--- src/rtl/ps2_kbd_ctrl_pkg.sv ---
// Shared definitions for the PS/2 keyboard controller: Set-2 byte constants,
// sequencer state encoding and the packed key-event payload.
package ps2_kbd_ctrl_pkg;

  localparam int unsigned BYTE_W = 8;
  localparam int unsigned EVT_W  = 10;

  localparam logic [BYTE_W-1:0] PS2_EXT   = 8'hE0;
  localparam logic [BYTE_W-1:0] PS2_BRK   = 8'hF0;
  localparam logic [BYTE_W-1:0] PS2_PAUSE = 8'hE1;
  localparam logic [BYTE_W-1:0] PS2_BAT   = 8'hAA;
  localparam logic [BYTE_W-1:0] PS2_ACK   = 8'hFA;
  localparam logic [BYTE_W-1:0] PS2_ECHO  = 8'hEE;
  localparam logic [BYTE_W-1:0] PS2_ERR0  = 8'h00;
  localparam logic [BYTE_W-1:0] PS2_ERR1  = 8'hFF;

  // Pause is E1 followed by seven more bytes.
  localparam logic [2:0] SKIP_LEN = 3'd7;

  typedef enum logic [2:0] {
    ST_IDLE    = 3'd0,
    ST_EXT     = 3'd1,
    ST_BRK     = 3'd2,
    ST_EXT_BRK = 3'd3,
    ST_SKIP    = 3'd4
  } state_t;

  typedef struct packed {
    logic              ext;
    logic              brk;
    logic [BYTE_W-1:0] code;
  } evt_t;

endpackage

--- src/rtl/ps2_evt_fifo.sv ---
// Synchronous event FIFO with simultaneous push/pop.
//   push/wdata : write request (accepted when not full, or when popping)
//   pop        : read request (ignored when empty)
//   rdata      : head entry
//   count/full/empty : occupancy status
module ps2_evt_fifo #(
  parameter int unsigned DEPTH = 4,
  parameter int unsigned W     = 10
) (
  input  logic                     clk,
  input  logic                     rst,
  input  logic                     push,
  input  logic [W-1:0]             wdata,
  input  logic                     pop,
  output logic [W-1:0]             rdata,
  output logic [$clog2(DEPTH):0]   count,
  output logic                     full,
  output logic                     empty
);

  localparam int unsigned AW = $clog2(DEPTH);
  localparam int unsigned CW = AW + 1;

  logic [W-1:0]  mem [DEPTH];
  logic [AW-1:0] wr_ptr;
  logic [AW-1:0] rd_ptr;
  logic          do_push;
  logic          do_pop;

  assign empty   = (count == '0);
  assign full    = (count == CW'(DEPTH));
  assign do_pop  = pop & ~empty;
  // A pop frees a slot on the same edge, so a full FIFO can still accept.
  assign do_push = push & (~full | do_pop);
  assign rdata   = mem[rd_ptr];

  // Storage, pointers and occupancy.
  always_ff @(posedge clk or negedge rst) begin
    if (!rst) begin
      for (int i = 0; i < int'(DEPTH); i++) mem[i] <= '0;
      wr_ptr <= '0;
      rd_ptr <= '0;
      count  <= '0;
    end else begin
      if (do_push) begin
        mem[wr_ptr] <= wdata;
        wr_ptr      <= wr_ptr + AW'(1);
      end
      if (do_pop) rd_ptr <= rd_ptr + AW'(1);
      case ({do_push, do_pop})
        2'b10:   count <= count + CW'(1);
        2'b01:   count <= count - CW'(1);
        default: count <= count;
      endcase
    end
  end

endmodule

--- src/rtl/ps2_kbd_ctrl.sv ---
// PS/2 keyboard sequencer: turns Set-2 scancode bytes into key events
// (code, extended, break), queues them and throttles the keyboard.
//   rx_data/rx_rdy         : byte stream from the device-to-host receiver
//   evt_*/evt_valid/ready  : head of event queue, valid/ready handshake
//   clk_inhibit            : hold PS/2 clock low while queue nearly full
//   bat_ok/kbd_err         : one-cycle status pulses (AA / 00,FF)
//   ovf/ovf_clr            : sticky drop flag and its clear
module ps2_kbd_ctrl
  import ps2_kbd_ctrl_pkg::*;
#(
  parameter int unsigned FIFO_DEPTH = 4,
  parameter int unsigned PREFIX_TO  = 24000
) (
  input  logic              clk,
  input  logic              rst,
  input  logic [BYTE_W-1:0] rx_data,
  input  logic              rx_rdy,
  output logic [BYTE_W-1:0] evt_code,
  output logic              evt_ext,
  output logic              evt_brk,
  output logic              evt_valid,
  input  logic              evt_ready,
  output logic              clk_inhibit,
  output logic              bat_ok,
  output logic              kbd_err,
  output logic              ovf,
  input  logic              ovf_clr
);

  localparam int unsigned TW = $clog2(PREFIX_TO);
  localparam int unsigned CW = $clog2(FIFO_DEPTH) + 1;

  state_t        state, state_nx;
  logic [TW-1:0] to_cnt, to_cnt_nx;
  logic [2:0]    skip_cnt, skip_cnt_nx;
  logic          bat_nx, err_nx;
  logic          push_c;
  evt_t          push_evt_c;
  evt_t          head;
  logic [CW-1:0] fifo_count;
  logic          fifo_full;
  logic          fifo_empty;
  logic          pop_c;

  assign pop_c     = evt_valid & evt_ready;
  assign evt_valid = ~fifo_empty;
  assign evt_ext   = head.ext;
  assign evt_brk   = head.brk;
  assign evt_code  = head.code;

  ps2_evt_fifo #(
    .DEPTH (FIFO_DEPTH),
    .W     (EVT_W)
  ) u_fifo (
    .clk   (clk),
    .rst   (rst),
    .push  (push_c),
    .wdata (push_evt_c),
    .pop   (pop_c),
    .rdata (head),
    .count (fifo_count),
    .full  (fifo_full),
    .empty (fifo_empty)
  );

  // Sequencer state and registered status outputs.
  always_ff @(posedge clk or negedge rst) begin
    if (!rst) begin
      state       <= ST_IDLE;
      to_cnt      <= '0;
      skip_cnt    <= '0;
      bat_ok      <= 1'b0;
      kbd_err     <= 1'b0;
      ovf         <= 1'b0;
      clk_inhibit <= 1'b0;
    end else begin
      state    <= state_nx;
      to_cnt   <= to_cnt_nx;
      skip_cnt <= skip_cnt_nx;
      bat_ok   <= bat_nx;
      kbd_err  <= err_nx;
      // Set wins over clear.
      if (push_c && fifo_full && !pop_c) ovf <= 1'b1;
      else if (ovf_clr)                  ovf <= 1'b0;
      // Hysteresis leaves room for one byte already on the wire.
      if (fifo_count >= CW'(FIFO_DEPTH - 1)) clk_inhibit <= 1'b1;
      else if (fifo_count <= CW'(1))         clk_inhibit <= 1'b0;
    end
  end

  // Next-state, push decode and prefix timeout.
  always_comb begin
    state_nx    = state;
    skip_cnt_nx = skip_cnt;
    to_cnt_nx   = '0;
    bat_nx      = 1'b0;
    err_nx      = 1'b0;
    push_c      = 1'b0;
    push_evt_c  = '{ext: 1'b0, brk: 1'b0, code: rx_data};

    if (state != ST_IDLE && !rx_rdy) begin
      if (to_cnt == TW'(PREFIX_TO - 1)) state_nx  = ST_IDLE;
      else                               to_cnt_nx = to_cnt + TW'(1);
    end

    if (rx_rdy) begin
      case (state)
        ST_IDLE: begin
          if (rx_data == PS2_EXT) state_nx = ST_EXT;
          else if (rx_data == PS2_BRK) state_nx = ST_BRK;
          else if (rx_data == PS2_PAUSE) begin
            state_nx    = ST_SKIP;
            skip_cnt_nx = SKIP_LEN;
          end
          else if (rx_data == PS2_BAT) bat_nx = 1'b1;
          else if (rx_data == PS2_ERR0 || rx_data == PS2_ERR1) err_nx = 1'b1;
          else if (rx_data == PS2_ACK || rx_data == PS2_ECHO) push_c = 1'b0;
          else push_c = 1'b1;
        end
        ST_EXT: begin
          if (rx_data == PS2_BRK) state_nx = ST_EXT_BRK;
          else if (rx_data != PS2_EXT) begin
            push_c         = 1'b1;
            push_evt_c.ext = 1'b1;
            state_nx       = ST_IDLE;
          end
        end
        ST_BRK: begin
          push_c         = 1'b1;
          push_evt_c.brk = 1'b1;
          state_nx       = ST_IDLE;
        end
        ST_EXT_BRK: begin
          push_c         = 1'b1;
          push_evt_c.ext = 1'b1;
          push_evt_c.brk = 1'b1;
          state_nx       = ST_IDLE;
        end
        ST_SKIP: begin
          skip_cnt_nx = skip_cnt - 3'd1;
          if (skip_cnt == 3'd1) begin
            push_c     = 1'b1;
            push_evt_c = '{ext: 1'b1, brk: 1'b0, code: PS2_PAUSE};
            state_nx   = ST_IDLE;
          end
        end
        default: state_nx = ST_IDLE;
      endcase
    end
  end

endmodule

--- config.mk ---
export PLATFORM = sky130hd
export DESIGN_NAME = ps2_kbd_ctrl
export DESIGN_NICKNAME = d
export VERILOG_FILES = /design/src/rtl/ps2_kbd_ctrl_pkg.sv /design/src/rtl/ps2_evt_fifo.sv /design/src/rtl/ps2_kbd_ctrl.sv
export SDC_FILE = /design/constraint.sdc
export NUM_CORES = 1
export LEC_CHECK = 0
export ABC_AREA = 1
export CAP_MARGIN = 20
export CORE_MARGIN = 5
export CORE_UTILIZATION = 50
export DETAILED_ROUTE_END_ITERATION = 10
export HOLD_SLACK_MARGIN = 0.1
export PLACE_DENSITY_LB_ADDON = 0.3
export SLEW_MARGIN = 30
export SYNTH_ARGS = -nofsm -noshare
export SYNTH_HDL_FRONTEND = slang
export SYNTH_SLANG_ARGS = --single-unit
--- constraint.sdc ---
create_clock -name clk -period 5.45 [get_ports clk]
set_clock_uncertainty 0.15 [all_clocks]
set_input_delay 1.09 -clock clk [delete_from_list [all_inputs] [get_ports clk]]
set_output_delay 1.09 -clock clk [all_outputs]
set_load 0.03 [all_outputs]
==> reports/metrics.cfg, run 1 <==
[synth]
netlist_area_sq_mm = 0.004013
synth.distinct_cells = 36
synth_top_area_share_pct = 44.90
synthArstFlopShare_pct = 100.0
synth_top_area_cell = dfrtp_1
synthAdderAreaFrac_pct = 3.742
ys_seq_area_share_pct = 44.90
synth_common_cells = 135 x nand2_1, 72 x dfrtp_1, 61 x nor2_1, 42 x inv_1, 42 x nand4_1
synth-edff-count = 0
ys_warn_count = 0
synth_compound_area_share_pct = 9.261
synth_most_common_cell = nand2_1
syn_avg_cell_area_sq_um = 8.041
synth_top_family_by_area = simple AND/OR/NAND/NOR gates
synthCells = 499
ys_seq_elements = 72
syn-num-nets = 524
dominantRegCellSynth = dfrtp_1
yosys-mux-area-fraction_pct = 0.2495
synth-simple-area-share_pct = 32.30
synthTopCellsByArea = dfrtp_1 45%, nand2_1 13%, nand4_1 6.5%, nor2_1 5.7%, o21ai_0 4.5%
synth_xor_area_share_pct = 1.528

[drt]
drc = 0
antenna_left = 0
viasPerCell = 5.489
vias = 3447
wl_per_cell_microns = 14.99
drt-total-wl_mm = 9.414
drt_pass1_iterations = 5
drtIter0Drc = 270

[floorplan]
dieHeight_microns = 99.59
start_util_pct = 51.66
dieArea_sq_mm = 0.009917
coreArea_sq_mm = 0.007767
die_w_microns = 99.59
ios = 28
rows = 32

[clocking]
cts_tree = yes
cts_hold_buf = 0
cts_made_buffers = 9
h-tree-depth = 3
cts.sinks = 72
ctsLongestPathBuffers = 2
cts_setup_buffers = 0
clockRootBuffer = clkbuf_8
clock_latency_ps = 340
cts_resized = 0
clk_pin_slew_ps = 80

[setup_path]
startpoint_type = register
arrival_ps = 2770
cp-end-kind = output port
cp.required_ps = 4210
crit_type = register to output port
worst-path-max-fanout = 22

[pwr]
total_power_mw = 2.292
power_per_cell_area_mw_per_mm2 = 509.0
peakVddDrop_mv = 0.3629
p_leak_nw = 2.174

[grt]
grt_use_met3_pct = 4.909
grt_pass1_vias = 3358
antenna_found_initial = 0
grt-busiest-layer = met2
use_met1_pct = 24.85
grt_util_all_layers_pct = 19.92
met2_usage_pct = 32.80
grt_max_degree = 49
grt_pass1_wl_mm = 15.75
gr-total-overflow = 0

[place]
hpwl_mm = 6.341
place_area_sq_mm = 0.004288
portBuffers = 27
place.gp.congestion = 0.9351

[finish]
areaGrowthSynthToFinish_pct = 12.19
diodes = 0
drive_above_1_share_pct = 7.985
fin_area_sq_mm = 0.004502
final_nets = 546

[timing]
min_period_ps = 4014
fmax_ghz = 0.2491
relSlewSlack_pct = 54.44
rsz0062_at_grt = false
tightest_slew_ps = 683.5
drv_slew = 0
fin_crit_sh_pct = 73.66
final_hold_viol_count = 0
setup_tns_ps = 0
setup_viol = 0

[run]
maxCapViolCount = 0

[hold_path]
hold_class = register to register

[outcome]
outcome = finished, final reports clean

==> sequential cells by signal, summed over array words and instances, names as in the netlist, 2 cells and up <==
register	count
u_fifo.count	3
u_fifo.mem	40
state	3
u_fifo.rd_ptr	2
u_fifo.wr_ptr	2
to_cnt	15
skip_cnt	3
==> final cells by class <==
class                   instances  area (sq um)
well taps                     102         127.6
inverters                      47         176.4
clock inverters                 3         65.06
multi-input cells             361          1894
repair buffers                 30         287.8
fillers                       687          3266
clock buffers                  13         148.9
flip-flops and latches         72          1802
==> cells by family (layout without fill, tap and decap cells) <==
| group | after synthesis | in the layout |
|---|---|---|
| flops | 72 | 72 |
| fa+ha+maj | 12 | 12 |
| xor+xnor | 7 | 7 |
| buf+inv | 66 | 93 |
| compound gates | 64 | 64 |
| mux | 1 | 1 |
| simple gates | 277 | 277 |
==> worst max-delay path: stages (launching register included) <==
cell and delay, ps:
dfrtp_1 640, inv_1 620, o21ai_0 180, o22ai_1 250, clkdlybuf4s50_1 730
==> layout by cell type (no fill, tap or decap), types with 2 or more instances in the layout <==
master / n
nand2_1: 135
dfrtp_1: 72
nor2_1: 61
inv_1: 42
nand4_1: 42
o21ai_0: 36
clkdlybuf4s50_1: 26
nand3_1: 14
o22ai_1: 12
ha_1: 12
clkbuf_8: 10
a21oi_1: 8
nand2_2: 6
inv_2: 5
nor2_2: 4
xor2_1: 4
nand4_4: 4
nor3_1: 3
xnor2_1: 3
clkbuf_1: 3
buf_4: 3
nor2_4: 2
a21oi_4: 2
bufinv_16: 2
==> final timing paths <==
kind / depth (start not counted) / slack (ps) / endpoint / from
max in group asynchronous: 2 / 3540 / u_fifo.mem[24]$_DFFE_PN0P_ / rst
min in group asynchronous: 1 / 620 / to_cnt[11]$_DFF_PN0_ / rst
hold / removal: 1 / 300 / to_cnt[0]$_DFF_PN0_ / to_cnt[0]$_DFF_PN0_
setup / recovery: 4 / 1440 / evt_brk / u_fifo.rd_ptr[0]$_DFFE_PN0P_
hold reg to reg: 1 / 300 / to_cnt[0]$_DFF_PN0_ / to_cnt[0]$_DFF_PN0_
setup reg to reg: 13 / 2670 / u_fifo.count[2]$_DFFE_PN0P_ / skip_cnt[1]$_DFFE_PN0P_
==> metal layers <==
| metal | vias to the layer above | wire length, microns |
|---|---|---|
| li1 | 1700 | - |
| met1 | 1643 | 4078 |
| met2 | 88 | 4648 |
| met3 | 16 | 469 |
| met4 | 0 | 216 |
| met5 | - | 0 |
==> power breakdown <==
group / switching [mW] / internal (mW)
registers: 0.132 / 0.688
clock network: 0.191 / 0.270
logic: 0.642 / 0.368
total: 0.965 / 1.33
==> metrics by stage <==
stage / setup slack [ps] / cells / util [%] / hold WS, ps
global placement: 1707 / 612 / 55.20 / 293.3
detailed placement: 1624 / 612 / 55.20 / 295.7
CTS: 1456 / 628 / 57.96 / 304.7
finish: 1436 / 628 / 57.96 / 302.2
floorplan: 2608 / 499 / - / 275.1
global route: 1234 / 628 / 57.96 / 344.2
Power figures use the tool's default switching activity.
==> run 2: changes to the inputs <==
clock period = 3.7 ns   (was 5.45 ns; I/O delays follow)
==> run 2 against run 1 <==
Effect of this change:
- via count up 2.0%
- sequential power up 44%
- flip-flop and latch count unchanged
- worst hold slack better by 5.3 ps
- final cell count up 0.48%
- non-clock buffer count up 3
- wire length up 0.41%
- setup slack worse by 1000 ps
- clock power up 37%
- utilization up 0.32 points
- register-to-register slack worse by 1300 ps
- critical path type unchanged
==> reports/metrics.cfg, run 2 (synthesis results as in run 1) <==
[outcome]
outcome = finished, final reports clean

[pwr]
pwr-share-clk_pct = 18.9  ; -1.3 points
peakVddDrop_mv = 0.4955  ; +37%
p_leak_nw = 2.186  ; +0.57%
total_power_mw = 3.335  ; +46%
internal_power_mw = 1.887  ; +42%
p_sw_share_pct = 43.42  ; +1.3 points
power_per_cell_area_mw_per_mm2 = 736.6  ; +45%
combinationalPowerShare_pct = 45.8  ; +1.7 points
pwr-share-seq_pct = 35.3  ; -0.5 points
power.switching_mw = 1.448  ; +50%

[floorplan]
dieHeight_microns = 99.59  ; unchanged
die_w_microns = 99.59  ; unchanged
start_util_pct = 51.66  ; unchanged
ios = 28  ; unchanged
dieArea_sq_mm = 0.009917  ; unchanged
rows = 32  ; unchanged
coreArea_sq_mm = 0.007767  ; unchanged

[finish]
final_common_cell = nand2_1
largest-register = u_fifo.mem
seqCellArea_sq_mm = 0.001802  ; unchanged
final_nets = 549  ; +0.55%
filler_cell_count = 719  ; +4.7%
largest_reg_flops = 40  ; unchanged
layoutNonFillerInstCount = 631  ; +0.48%
drive_above_1_share_pct = 9.074  ; +1.1 points
multiInputGateArea_sq_mm = 0.001894  ; unchanged
fin_area_sq_mm = 0.004527  ; +0.56%
diodes = 0  ; unchanged
areaGrowthSynthToFinish_pct = 12.82
layout_common_cells = 135 x nand2_1, 72 x dfrtp_1, 61 x nor2_1, 42 x inv_1, 42 x nand4_1
reg_top3 = u_fifo.mem x40, to_cnt x15

[place]
place.gp.congestion = 0.9233  ; -1.3%
dp_cells = 615  ; +0.49%
hpwl_mm = 6.566  ; +3.5%
portBuffers = 27  ; unchanged
place_area_sq_mm = 0.004323  ; +0.82%

[grt]
grt_util_all_layers_pct = 20.23  ; +0.31 points
gr-total-overflow = 0  ; unchanged
antenna_found_initial = 0  ; unchanged
grt_pass1_vias = 3398  ; +1.2%
grt_pass1_wl_mm = 16.06  ; +2.0%
grt_max_degree = 43  ; -12%

[timing]
fmax_ghz = 0.3061
relSlewSlack_pct = 44.95  ; -9.5 points
setup_viol = 0  ; unchanged
final_hold_viol_count = 0  ; unchanged
fin_crit_sh_pct = 88.28
setup_tns_ps = 0  ; unchanged
tightest_slew_ps = 825.7  ; +142.2 ps
rsz0062_at_grt = false
drv_slew = 0  ; unchanged
min_period_ps = 3266

[drt]
wl_per_cell_microns = 14.98  ; about the same
antenna_left = 0  ; unchanged
vias = 3516  ; +2.0%
drt-total-wl_mm = 9.453  ; +0.41%
drc = 0  ; unchanged
viasPerCell = 5.572  ; +1.5%
drt_pass1_iterations = 5  ; unchanged
drtIter0Drc = 279  ; +3.3%

[setup_path]
worstPathCellList = inv_1 -> o21ai_0 -> o22ai_1 -> clkdlybuf4s50_1
critPathSlowestCell = clkdlybuf4s50_1
cp-end-kind = output port
crit_start = u_fifo.rd_ptr[0]$_DFFE_PN0P_
cpPeakStageDelay_ps = 720  ; about the same
crit_type = register to output port
worst-path-max-fanout = 21  ; -4.5%
rr_startpoint = skip_cnt[1]$_DFFE_PN0P_
startpoint_type = register
arrival_ps = 2380  ; -390 ps
cp.required_ps = 2810  ; -1400 ps

[clocking]
cts_hold_buf = 0  ; unchanged
clock_latency_ps = 350  ; about the same
ctsLongestPathBuffers = 2  ; unchanged
cts_resized = 0  ; unchanged
cts_tree = yes
clockRootBuffer = clkbuf_8
cts_setup_buffers = 0  ; unchanged
cts_made_buffers = 9  ; unchanged
clk_pin_slew_ps = 80  ; about the same
cts.sinks = 72  ; unchanged
h-tree-depth = 3  ; unchanged

[hold_path]
hp-start = to_cnt[0]$_DFF_PN0_
hold_class = register to register

[run]
maxCapViolCount = 0  ; unchanged

-- run 2: cell types whose count changed in the layout (fill, tap and decap cells not counted), sizes merged --
cell / delta
clkinv: +2
bufinv: -1
inv: +2
clkinvlp: +1
clkbuf: -4
buf: +3
-- run 2: worst paths after layout --
check,slack [ps],endpoint,cells after the start
max in group asynchronous,2380,u_fifo.mem[9]$_DFFE_PN0P_,2
min reg2reg,310,to_cnt[0]$_DFF_PN0_,1
max reg2reg,1360,u_fifo.count[2]$_DFFE_PN0P_,14
min in group asynchronous,330,to_cnt[12]$_DFF_PN0_,1
min,310,to_cnt[0]$_DFF_PN0_,1
max,430,evt_brk,4
-- run 2: final cells by class --
class	instances	share of cell area, %
Clock inverter	7	1.769
Timing Repair Buffer	33	7.131
Inverter	47	3.897
Tap cell	102	2.819
Multi-Input combinational cell	361	41.85
Clock buffer	9	2.736
Sequential cell	72	39.80
-- run 2: critical path: cells and delay by family (launching register included) --
family	cells	cell delay [ps]
flip-flops	1	390
buffers and inverters	2	1200
AO/OA/AOI/OAI	2	440
-- run 2: per-stage QoR --
stage | util, % | setup slack, ps | hold WS [ps]
after global routing | 58.28 | 314.9 | 351.3
after floorplan | - | 1208 | 275.1
final | 58.28 | 433.5 | 307.6
after detailed placement | 55.65 | 625.0 | 302.6
after CTS | 58.28 | 447.9 | 312.7
after global placement | 55.65 | 733.4 | 292.3
-- run 2: power by group through the flow --
stage / clock network [mW] / logic, mW / registers [mW]
2_1_floorplan: 0 / 1.09 / 1.15
3_3_place_gp: 0 / 1.49 / 1.18
3_5_place_dp: 0 / 1.52 / 1.19
4_1_cts: 0.649 / 1.53 / 1.17
5_1_grt: 0.682 / 1.70 / 1.21
6_report: 0.632 / 1.53 / 1.18
-- run 2: layer usage --
layer	GRT usage (%)	share of wire, %
met4	7.458	2.1
met2	34.30	49
met3	2.945	4.6
met5	0	0
met1	26.26	44
==> run 3: changes to the inputs <==
--- a/constraint.sdc
+++ b/constraint.sdc
@@ -4,2 +4,2 @@
 set_output_delay 0.74 -clock clk [all_outputs]
-set_load 0.03 [all_outputs]
+set_load 0.05 [all_outputs]
==> run 3 against run 2 <==
Effect of this change:
- first-iteration DRC count shrank 20%
- critical path type unchanged
- setup slack worse by 22 ps
- largest power group unchanged
- utilization grew 0.31 points
==> reports/metrics.cfg, run 3 (synthesis results as in run 1) <==
[timing]
rsz0062_at_grt = false
fin_crit_sh_pct = 88.89  ; +0.60 points
setup_viol = 0  ; unchanged
min_period_ps = 3289  ; +22.36 ps
relSlewSlack_pct = 45.70  ; +0.75 points
drv_slew = 0  ; unchanged
fmax_ghz = 0.3041  ; -0.68%
tightest_slew_ps = 814.5  ; -11.19 ps
setup_tns_ps = 0  ; unchanged
final_hold_viol_count = 0  ; unchanged

[drt]
drt-total-wl_mm = 9.364  ; -0.94%
drc = 0  ; unchanged
drtIter0Drc = 223  ; -20%
viasPerCell = 5.502  ; -1.3%
antenna_left = 0  ; unchanged
drt_pass1_iterations = 5  ; unchanged
vias = 3472  ; -1.3%
wl_per_cell_microns = 14.84  ; -0.94%

[clocking]
clk_pin_slew_ps = 70  ; about the same
clock_latency_ps = 360  ; about the same
ctsLongestPathBuffers = 2  ; unchanged
cts_hold_buf = 0  ; unchanged
cts.sinks = 72  ; unchanged
h-tree-depth = 3  ; unchanged
clockRootBuffer = clkbuf_8
cts_resized = 0  ; unchanged
cts_setup_buffers = 0  ; unchanged
cts_made_buffers = 9  ; unchanged
cts_tree = yes

[setup_path]
arrival_ps = 2400  ; +20 ps
worstRegToRegCells = 12  ; -2
startpoint_type = register
rr_startpoint = skip_cnt[1]$_DFFE_PN0P_
rrSetupSlack_ps = 1370  ; about the same
cp.required_ps = 2810  ; about the same
cp-end-kind = output port
crit_type = register to output port
worst-path-max-fanout = 21  ; unchanged
rr_endpoint = u_fifo.count[2]$_DFFE_PN0P_

[floorplan]
die_w_microns = 99.59  ; unchanged
dieArea_sq_mm = 0.009917  ; unchanged
dieHeight_microns = 99.59  ; unchanged
start_util_pct = 51.66  ; unchanged
rows = 32  ; unchanged
ios = 28  ; unchanged
coreArea_sq_mm = 0.007767  ; unchanged

[finish]
final_common_cell = nand2_1
layout_common_cells = 135 x nand2_1, 72 x dfrtp_1, 61 x nor2_1, 42 x inv_1, 42 x nand4_1
largest_reg_flops = 40  ; unchanged
reg_top3 = u_fifo.mem x40, to_cnt x15
layoutNonFillerInstCount = 631  ; unchanged
drive_above_1_share_pct = 8.885  ; -0.19 points
areaGrowthSynthToFinish_pct = 13.41
largest-register = u_fifo.mem
final_nets = 550  ; +0.18%
diodes = 0  ; unchanged
filler_cell_count = 701  ; -2.5%

[grt]
antenna_found_initial = 0  ; unchanged
gr-total-overflow = 0  ; unchanged
grt_max_degree = 43  ; unchanged
grt_util_all_layers_pct = 19.99  ; -0.23 points
grt_pass1_vias = 3386  ; -0.35%
grt_pass1_wl_mm = 15.74  ; -2.0%

[hold_path]
hp-start = to_cnt[0]$_DFF_PN0_
hold_class = register to register
hold_depth = 1  ; unchanged
min_to = to_cnt[0]$_DFF_PN0_

[place]
portBuffers = 27  ; unchanged
dp_cells = 616  ; +0.16%
hpwl_mm = 6.477  ; -1.4%
place.gp.congestion = 0.9419  ; +2.0%

[outcome]
outcome = finished, final reports clean

[pwr]
power_per_cell_area_mw_per_mm2 = 785.7  ; +6.7%
total_power_mw = 3.575  ; +7.2%
peakVddDrop_mv = 0.4784  ; -3.4%
p_leak_nw = 2.202  ; +0.71%

[run]
maxCapViolCount = 0  ; unchanged

[run 3: metrics by stage]
step | hold WS [ps] | cell area, sq um | setup WS, ps | util [%]
floorplan | 275.1 | 4013 | 1205 | -
global placement | 294.8 | 4330 | 728.9 | 55.75
detailed placement | 304.3 | 4330 | 609.1 | 55.75
CTS | 313.8 | 4551 | 359.1 | 58.59
global route | 338.7 | 4551 | 183.7 | 58.59
finish | 311.6 | 4551 | 411.2 | 58.59
[run 3: worst max-delay path, cell delays in order (launching register included)]
cell             delay (ps)
dfrtp_1                 380
inv_1                   450
o21ai_0                 180
o22ai_1                 190
clkdlybuf4s50_1         840
[run 3: routing by layer]
| metal | up-vias | GRT usage [%] | wire, microns |
|---|---|---|---|
| met5 | - | 0 | 0 |
| met4 | 0 | 7.143 | 199 |
| met3 | 18 | 4.628 | 441 |
| met2 | 96 | 33.21 | 4481 |
| met1 | 1647 | 25.57 | 4242 |
| li1 | 1711 | - | - |
[run 3: worst max-delay path by stage]
stage,startpoint,to,cells past startpoint
global route,u_fifo.rd_ptr[0]$_DFFE_PN0P_,evt_brk,4
global placement,rx_data[7],u_fifo.count[2]$_DFFE_PN0P_,10
floorplan,u_fifo.count[0]$_DFFE_PN0P_,u_fifo.count[2]$_DFFE_PN0P_,10
CTS,u_fifo.rd_ptr[0]$_DFFE_PN0P_,evt_brk,4
finish,u_fifo.rd_ptr[0]$_DFFE_PN0P_,evt_brk,4
detailed placement,rx_data[4],u_fifo.count[2]$_DFFE_PN0P_,13
[run 3: cell type report]
class / instances / area [sq um] / share of cell area [%]
clock inverter: 3 / 65.06 / 1.430
tap: 102 / 127.6 / 2.805
clock buffer: 12 / 155.1 / 3.409
inverter: 47 / 176.4 / 3.877
timing repair buffer: 34 / 330.3 / 7.259
sequential: 72 / 1802 / 39.59
multi-input combinational: 361 / 1894 / 41.63
[run 3: where the power goes]
| part | switching, mW | leakage (nW) | internal (mW) |
|---|---|---|---|
| combinational | 1.15 | 1.16 | 0.558 |
| sequential | 0.150 | 0.934 | 1.01 |
| clock | 0.290 | 0.112 | 0.412 |
